**src/rtl/codificador8x3_seq_pkg.sv**
```systemverilog
// Shared types and constants for the sequential 8-to-3 encoder.
// Line count, code width, FSM states and a one-hot helper live here.
package codificador_pkg;

  localparam int N_LINHAS = 8;
  localparam int W_CODE   = 3;

  typedef enum logic {
    OCIOSO,
    APRESENTA
  } estado_t;

  // Turns a line index into a mask with only that line set
  function automatic logic [N_LINHAS-1:0] one_hot(input logic [W_CODE-1:0] idx);
    return N_LINHAS'(1) << idx;
  endfunction

endpackage

```
**src/rtl/codificador8x3_seq_if.sv**
```systemverilog
// Event and handshake bus of the sequential 8-to-3 encoder.
// The encoder is the master: it receives event lines, clear and ready,
// and drives code, valid, pending and overflow.
interface codificador8x3_seq_if;
  import codificador_pkg::*;

  logic [N_LINHAS-1:0] e;
  logic                clear;
  logic [W_CODE-1:0]   code;
  logic                valid;
  logic                ready;
  logic [N_LINHAS-1:0] pending;
  logic                overflow;

  modport master (
    input  e, clear, ready,
    output code, valid, pending, overflow
  );

  modport slave (
    output e, clear, ready,
    input  code, valid, pending, overflow
  );

endinterface

```
**src/rtl/codificador8x3_seq_enc.sv**
```systemverilog
// Combinational priority encoder: returns the highest set index of mask.
// found is low when mask is empty, and code is then 0.
module codificador8x3
  import codificador_pkg::*;
(
  input  logic [N_LINHAS-1:0] mask,
  output logic [W_CODE-1:0]   code,
  output logic                found
);

  // Scanning upward lets the highest set bit be the last one written
  always_comb begin
    code  = '0;
    found = |mask;
    for (int i = 0; i < N_LINHAS; i++) begin
      if (mask[i]) code = W_CODE'(i);
    end
  end

endmodule

```
**src/rtl/codificador8x3_seq.sv**
```systemverilog
// Sequential 8-to-3 encoder: captures rising edges on the event lines as
// pending requests and hands their indices out one per valid/ready transfer.
// RR=0 gives fixed priority (highest index), RR=1 gives round-robin.
module codificador8x3_seq
  import codificador_pkg::*;
#(
  parameter bit RR = 1'b0
) (
  input logic clk,
  input logic rst_n,
  codificador8x3_seq_if.master bus
);

  logic [N_LINHAS-1:0] prev;
  logic [N_LINHAS-1:0] pending_q;
  logic [N_LINHAS-1:0] rise;
  logic [N_LINHAS-1:0] taken;
  logic [N_LINHAS-1:0] remaining;
  logic [N_LINHAS-1:0] rotated;
  logic [W_CODE-1:0]   code_q;
  logic [W_CODE-1:0]   ptr;
  logic [W_CODE-1:0]   ptr_next;
  logic [W_CODE-1:0]   off;
  logic [W_CODE-1:0]   enc_code;
  logic [W_CODE-1:0]   sel;
  logic                valid_q;
  logic                overflow_q;
  logic                found;
  estado_t             estado;

  // Edge detect, transfer bookkeeping and the rotated search window.
  // The search starts at off and goes downward; rotating the mask so that
  // bit off lands on the top bit turns that into a plain priority encode.
  // Fixed priority is just the window that starts at the top line.
  always_comb begin
    rise      = bus.e & ~prev;
    taken     = (valid_q && bus.ready) ? one_hot(code_q) : '0;
    remaining = pending_q & ~taken;
    ptr_next  = (valid_q && bus.ready) ? code_q - W_CODE'(1) : ptr;
    off       = RR ? ptr_next : '1;
    rotated   = '0;
    for (int j = 0; j < N_LINHAS; j++) begin
      rotated[j] = remaining[W_CODE'(j + int'(off) + 1)];
    end
    sel = enc_code + off + W_CODE'(1);
  end

  codificador8x3 u_enc (
    .mask  (rotated),
    .code  (enc_code),
    .found (found)
  );

  // Edge history, pending bitmap, overflow pulse, round-robin pointer and
  // the presentation FSM, all registered together
  always_ff @(posedge clk) begin
    if (!rst_n) begin
      prev       <= '1;
      pending_q  <= '0;
      code_q     <= '0;
      valid_q    <= 1'b0;
      overflow_q <= 1'b0;
      ptr        <= '1;
      estado     <= OCIOSO;
    end else begin
      prev <= bus.e;
      if (bus.clear) begin
        pending_q  <= '0;
        code_q     <= '0;
        valid_q    <= 1'b0;
        overflow_q <= 1'b0;
        estado     <= OCIOSO;
      end else begin
        pending_q  <= remaining | rise;
        overflow_q <= |(rise & remaining);
        ptr        <= ptr_next;
        case (estado)
          OCIOSO: begin
            if (found) begin
              code_q  <= sel;
              valid_q <= 1'b1;
              estado  <= APRESENTA;
            end
          end
          APRESENTA: begin
            if (bus.ready) begin
              if (found) begin
                code_q <= sel;
              end else begin
                code_q  <= '0;
                valid_q <= 1'b0;
                estado  <= OCIOSO;
              end
            end
          end
          default: begin
            code_q  <= '0;
            valid_q <= 1'b0;
            estado  <= OCIOSO;
          end
        endcase
      end
    end
  end

  assign bus.code     = code_q;
  assign bus.valid    = valid_q;
  assign bus.pending  = pending_q;
  assign bus.overflow = overflow_q;

endmodule

```
**src/flat_wrapper.sv**
```systemverilog
// flat-port wrapper written by rule: the top's interface ports become plain ports
module codificador8x3_seq_flat import codificador_pkg::*;
#(
  parameter bit RR = 1'b0
)
  (clk, rst_n, bus_e, bus_clear, bus_ready, bus_code, bus_valid, bus_pending, bus_overflow);
  codificador8x3_seq_if bus_i ();
  input logic clk;
  input logic rst_n;
  input wire logic [$bits(bus_i.e)-1:0] bus_e;
  input wire logic [$bits(bus_i.clear)-1:0] bus_clear;
  input wire logic [$bits(bus_i.ready)-1:0] bus_ready;
  output wire logic [$bits(bus_i.code)-1:0] bus_code;
  output wire logic [$bits(bus_i.valid)-1:0] bus_valid;
  output wire logic [$bits(bus_i.pending)-1:0] bus_pending;
  output wire logic [$bits(bus_i.overflow)-1:0] bus_overflow;
  assign bus_i.e = bus_e;
  assign bus_i.clear = bus_clear;
  assign bus_i.ready = bus_ready;
  assign bus_code = bus_i.code;
  assign bus_valid = bus_i.valid;
  assign bus_pending = bus_i.pending;
  assign bus_overflow = bus_i.overflow;
  codificador8x3_seq #(.RR(RR)) u_core (.clk(clk), .rst_n(rst_n), .bus(bus_i));
endmodule
```
**config.mk**
```make
export PLATFORM = sky130hd
export DESIGN_NAME = codificador8x3_seq_flat
export DESIGN_NICKNAME = d
export VERILOG_FILES = /design/src/rtl/codificador8x3_seq_pkg.sv /design/src/rtl/codificador8x3_seq_if.sv /design/src/rtl/codificador8x3_seq_enc.sv /design/src/rtl/codificador8x3_seq.sv /design/src/flat_wrapper.sv
export SDC_FILE = /design/constraint.sdc
export NUM_CORES = 1
export LEC_CHECK = 0
export ABC_AREA = 1
export BUFFER_PORTS_ARGS = -buffer_cell sky130_fd_sc_hd__clkbuf_2
export CORE_MARGIN = 2
export CORE_UTILIZATION = 50
export CTS_CLUSTER_SIZE = 24
export DETAILED_ROUTE_END_ITERATION = 16
export PLACE_DENSITY = 0.77
export SYNTH_ARGS = -nofsm -noshare
export SYNTH_HDL_FRONTEND = slang
export SYNTH_HIERARCHICAL = 1
export SYNTH_SLANG_ARGS = --single-unit
```
**constraint.sdc**
```tcl
create_clock -name clk -period 2 [get_ports clk]
set_clock_uncertainty 0.05 [all_clocks]
set_input_delay 0.4 -clock clk [delete_from_list [all_inputs] [get_ports clk]]
set_output_delay 0.4 -clock clk [all_outputs]
set_load 0.005 [all_outputs]
```
Yosys cells after proc, flatten, opt, wreduce, memory -nomap -nowiden

Cells that the tools add are included.

Register bits: 22
Input bits: 12
Output and inout bits: 13
Logic and storage cells: 29

$add $sub $neg: 2
Equality and inequality tests: 1
Shift-type cells: 1
Mux-type cells: 8
Bitwise gates (word level): 8
Reductions and logical operators: 3

Operators with widths:

| kind                | count |
|---|---|
| $and 8x8->8         | 3 |
| $not 8->8           | 2 |
| $mux 3              | 3 |
| $mux 8              | 1 |
| $or 8x8->8          | 1 |
| $reduce_or 8->1     | 1 |
| $shl 1x3->8 const A | 1 |
| $pmux 3 s2          | 1 |
| $add 3x1->3 const B | 1 |
| $add 3x3->3 const B | 1 |
| $mux 1              | 3 |
| $ne 2x2->1 const B  | 1 |
| $not 1->1           | 2 |
| $reduce_or 2->1     | 1 |
| $logic_and 1x1->1   | 1 |

Depth between registers and ports, before layout

Depth after elaboration: 11
Mapped depth: 14
Mapped depth without buffers: 14

Modules after synthesis

The synthesis kept the hierarchy.

Modules (own cells, without submodules):

| module             | instances | cells an instance | area an instance (µm²) | sequential area each (µm²) |
|---|---|---|---|---|
| codificador8x3_seq | 1         | 127               | 883.3                  | 440.4 |
| codificador8x3     | 1         | 20                | 77.6                   | 0.0 |

Worst setup path before layout

No wires, ideal clock.

Path kind: in2reg
From: input bus_ready
To: register u_core.code_q[0], in the netlist u_core/bus.code[0]
Arrival: 1558 ps
Slack: 322 ps
Stages: 12
Buffers on the path: 0
Cell sequence: nand2_2 > nor2_2 > nand2_1 > nand2_1 > inv_1 > inv_1 > nand2_1 > nor3_1 > nand3_1 > o21ai_0 > nand2_1 > a21oi_1

RTL lines:

| element                 | line                         | RTL |
|---|---|---|
| from (decl)             | flat_wrapper.sv:12           | `input wire logic [$bits(bus_i.ready)-1:0] bus_ready;` |
| $logic_and 1x1->1 (*)   | -                            |  |
| $mux 8 (*)              | codificador8x3_seq.sv:37     | `taken = (valid_q && bus.ready) ? one_hot(code_q) : '0;` |
| $not 8->8 (*)           | codificador8x3_seq.sv:38     | `remaining = pending_q & ~taken;` |
| $and 8x8->8 (*)         | codificador8x3_seq.sv:38     |  |
| via u_core.remaining[3] | codificador8x3_seq.sv:18     | `logic [N_LINHAS-1:0] remaining;` |
| $mux 3 (*)              | codificador8x3_seq_enc.sv:16 | `if (mask[i]) code = W_CODE'(i);` |
| $add 3x3->3 (*)         | codificador8x3_seq.sv:45     | `sel = enc_code + off + W_CODE'(1);` |
| $add 3x1->3 (*)         | codificador8x3_seq.sv:45     |  |
| $mux 3                  | codificador8x3_seq.sv:86     | `if (bus.ready) begin` |
| $pmux 3 s2 (*)          | codificador8x3_seq.sv:77     | `case (estado)` |
| to (signal assigned)    | codificador8x3_seq.sv:80     | `code_q <= sel;` |
| to (signal assigned)    | codificador8x3_seq.sv:88     | `code_q <= sel;` |
| to (decl)               | codificador8x3_seq.sv:20     | `logic [W_CODE-1:0] code_q;` |

Mark *: on every way through the listed nets, which the timed path passes. The rest lies on a longest branch. The select of a mux whose other input is x is not followed.
A chain may end at the register's enable or synchronous reset.

==> impl_metrics.py <==
metrics = {
    "floorplanning": {
        "dieArea_sq_mm": 0.00229,
        "num_rows": 15,
        "die_w_um": 47.8,
        "boundaryPins": 25,
        "die_height_um": 47.8,
        "initial_core_util": 0.545,
        "fp.coreArea_sq_mm": 0.00176,
    },
    "grt": {
        "grt_pass1_wl_um": 2950,
        "antenna_found_initial": 0,
        "grt_start_max_net_pins": 14,
        "first_global_vias": 788,
        "overflow": 0,
        "grtUsageTotal": 0.180,
    },
    "synthesis": {
        "async_reset_ff_frac": 0,
        "ys_ff_latch": 22,
        "synth_top_cell_by_area": "dfxtp_1",
        "synthTopCellsByArea": "dfxtp_1 (46%), nand2_1 (15%), nor2_1 (11%), inv_1 (9.4%), nand3_1 (6.3%)",
        "ys_seq_area_frac": 0.458,
        "synth_cell_types": 15,
        "synth_ff_type": "dfxtp_1",
        "syn_avg_cell_area_sq_um": 6.54,
        "synth_warnings": 6,
        "yosys-top-cells-count": "nand2_1 (39), nor2_1 (29), inv_1 (24)",
        "synthCells": 147,
        "syn_area_sq_um": 961,
        "synth_edf_count": 0,
        "synth_top_area_share": 0.458,
        "synth_most_common_cell": "nand2_1",
    },
    "cts": {
        "cts_buffer_depth": 2,
        "hold_buffers": 0,
        "clock_latency_ns": 0.30,
        "htreeDepth": 1,
        "cts_resized": 0,
        "cts_buffers": 3,
        "cts-root-buf": "clkbuf_4",
        "cts.sinks": 22,
        "clk_pin_slew_ns": 0.12,
        "cts_tree": "done",
        "cts_setup_buffers": 0,
    },
    "timing": {
        "slew_violations": 0,
        "hold_viol": 0,
        "hold_ws_ns": 0.219,
        "fmax_mhz": 558,
        "setup_viol_count_final": 0,
        "min_period_over_period": 0.896,
        "rsz0062_at_grt": "no",
        "min_period_ns": 1.79,
        "final.setup.tns_ns": 0,
    },
    "run": {
        "maxCapViolCount": 0,
    },
    "setup_path": {
        "start_kind": "flop",
        "r2r_end": "u_core/bus.valid$_SDFFE_PP0P_",
        "r2r_setup_slack_ns": 0.21,
        "worst-path-max-fanout": 4,
        "critical_path_arrival_ns": 1.94,
        "reg2reg_depth": 13,
        "r2r_start": "u_core/bus.valid$_SDFFE_PP0P_",
        "critPathRequiredTime_ns": 2.15,
        "critPathKind": "reg -> reg",
        "cp-end-kind": "flop",
    },
    "placement": {
        "gp_congestion": 0.844,
        "dpl.hpwl_um": 1460,
        "numPortBuffers": 24,
    },
    "power": {
        "power_frac_comb": 0.094,
        "pwr-share-clk": 0.379,
        "p_leak_nw": 0.640,
        "intPower_mw": 0.693,
        "ir_drop_mv": 0.511,
        "swShare": 0.220,
        "power_density_mw_per_mm2": 751,
        "switchingPower_mw": 0.196,
        "seqPwrFrac": 0.527,
    },
    "finish": {
        "drive_gt1_frac": 0.193,
        "final_nets": 194,
        "syn_to_final_growth_pct": 23.2,
        "antenna_cells": 0,
        "fillerInstances": 169,
    },
    "routing": {
        "firstDrtPassIters": 4,
        "ant_nets": 0,
        "vias": 920,
        "wire_per_inst_um": 8.81,
        "drt_iter0_markers": 13,
        "routed_wl_um": 1810,
        "drc_errors": 0,
        "viasPerCell": 4.47,
    },
    "min_path": {
        "hold_path_depth": 3,
        "hold_start": "bus_e[7]",
        "hold_end": "u_core/prev[7]$_SDFF_PN1_",
        "hold_path.class": "in -> reg",
    },
    "status": {
        "status": "completed",
    },
}
==> cell type report <==
type                            instances  area, sq um  area share
Clock inverter                          1         30.0      0.0254
Sequential cell                        22          440       0.372
Clock buffer                            3         22.5      0.0190
Tap cell                               25         31.3      0.0264
Inverter                               26         97.6      0.0825
Timing Repair Buffer                   25          128       0.108
Multi-Input combinational cell        104          434       0.367
==> critical path: stages (launching register included) <==
cell and delay (ns):
dfxtp_1 0.38, nand2_2 0.07, nor2_2 0.14, nand2_1 0.11, nand2_1 0.08, inv_1 0.05
inv_1 0.07, nand2_1 0.06, nor3_1 0.13, nand3_1 0.15, inv_1 0.12, nor2_1 0.05
o21ai_0 0.15, a31oi_1 0.06
==> registers in the layout, summed over array words and instances (netlist names) <==
register and count:
u_core/estado 1, u_core/bus.overflow 1, u_core/bus.code 3, u_core/bus.valid 1, u_core/prev 8, u_core/bus.pending 8
==> layout by cell type, fill, tap and decap left out, drive strengths merged <==
master | netlist | layout
nand2 | 40 | 40
nor2 | 31 | 31
clkbuf | 0 | 27
inv | 26 | 26
dfxtp | 22 | 22
nand3 | 12 | 12
a21oi | 9 | 9
conb | 1 | 8
o21ai | 2 | 2
bufinv | 0 | 1
a31oi | 1 | 1
buf | 2 | 1
nor3 | 1 | 1
==> worst max path at each step <==
stage	startpoint	endpoint	cells past startpoint
2_1_floorplan	bus_ready	u_core/bus.code[0]$_SDFFE_PP0P_	12
3_3_place_gp	bus_ready	u_core/bus.code[2]$_SDFFE_PP0P_	13
3_5_place_dp	bus_ready	u_core/bus.code[1]$_SDFFE_PP0P_	13
4_1_cts	u_core/bus.valid$_SDFFE_PP0P_	u_core/bus.code[2]$_SDFFE_PP0P_	12
5_1_grt	u_core/bus.valid$_SDFFE_PP0P_	u_core/bus.code[2]$_SDFFE_PP0P_	12
6_report	u_core/bus.valid$_SDFFE_PP0P_	u_core/bus.valid$_SDFFE_PP0P_	13
==> stage by stage <==
step	util	worst slack, ns	power, mW	instance area (sq um)	instances
after detailed placement	0.639	0.0171	0.561	1130	202
after floorplan	-	0.322	0.533	987	154
final	0.671	0.208	0.889	1180	206
after global routing	0.671	0.0530	0.926	1180	206
after CTS	0.669	0.149	0.895	1180	206
after global placement	0.639	0.100	0.558	1130	202
==> cells by family after synthesis <==
group,Yosys count,share of synthesized area
buffers and inverters,28,0.121
AO/OA/AOI/OAI,12,0.0638
other,1,0.00390
AND/OR/NAND/NOR,84,0.353
flip-flops,22,0.458
==> routing by layer <==
layer  wire [um]  track usage  part of all wire
met1         898        0.228              0.50
met2         833        0.304              0.46
met3          82       0.0264             0.045
met4           0       0.0757                 0
met5           0            0                 0
==> power groups by stage <==
stage | clock network [mW] | logic, mW | registers (mW)
6_report | 0.337 | 0.0835 | 0.469
5_1_grt | 0.358 | 0.0969 | 0.471
4_1_cts | 0.343 | 0.0827 | 0.469
3_5_place_dp | 0 | 0.0820 | 0.479
3_3_place_gp | 0 | 0.0793 | 0.478
2_1_floorplan | 0 | 0.0552 | 0.477
Note: power is estimated with default switching activity, not from simulation.
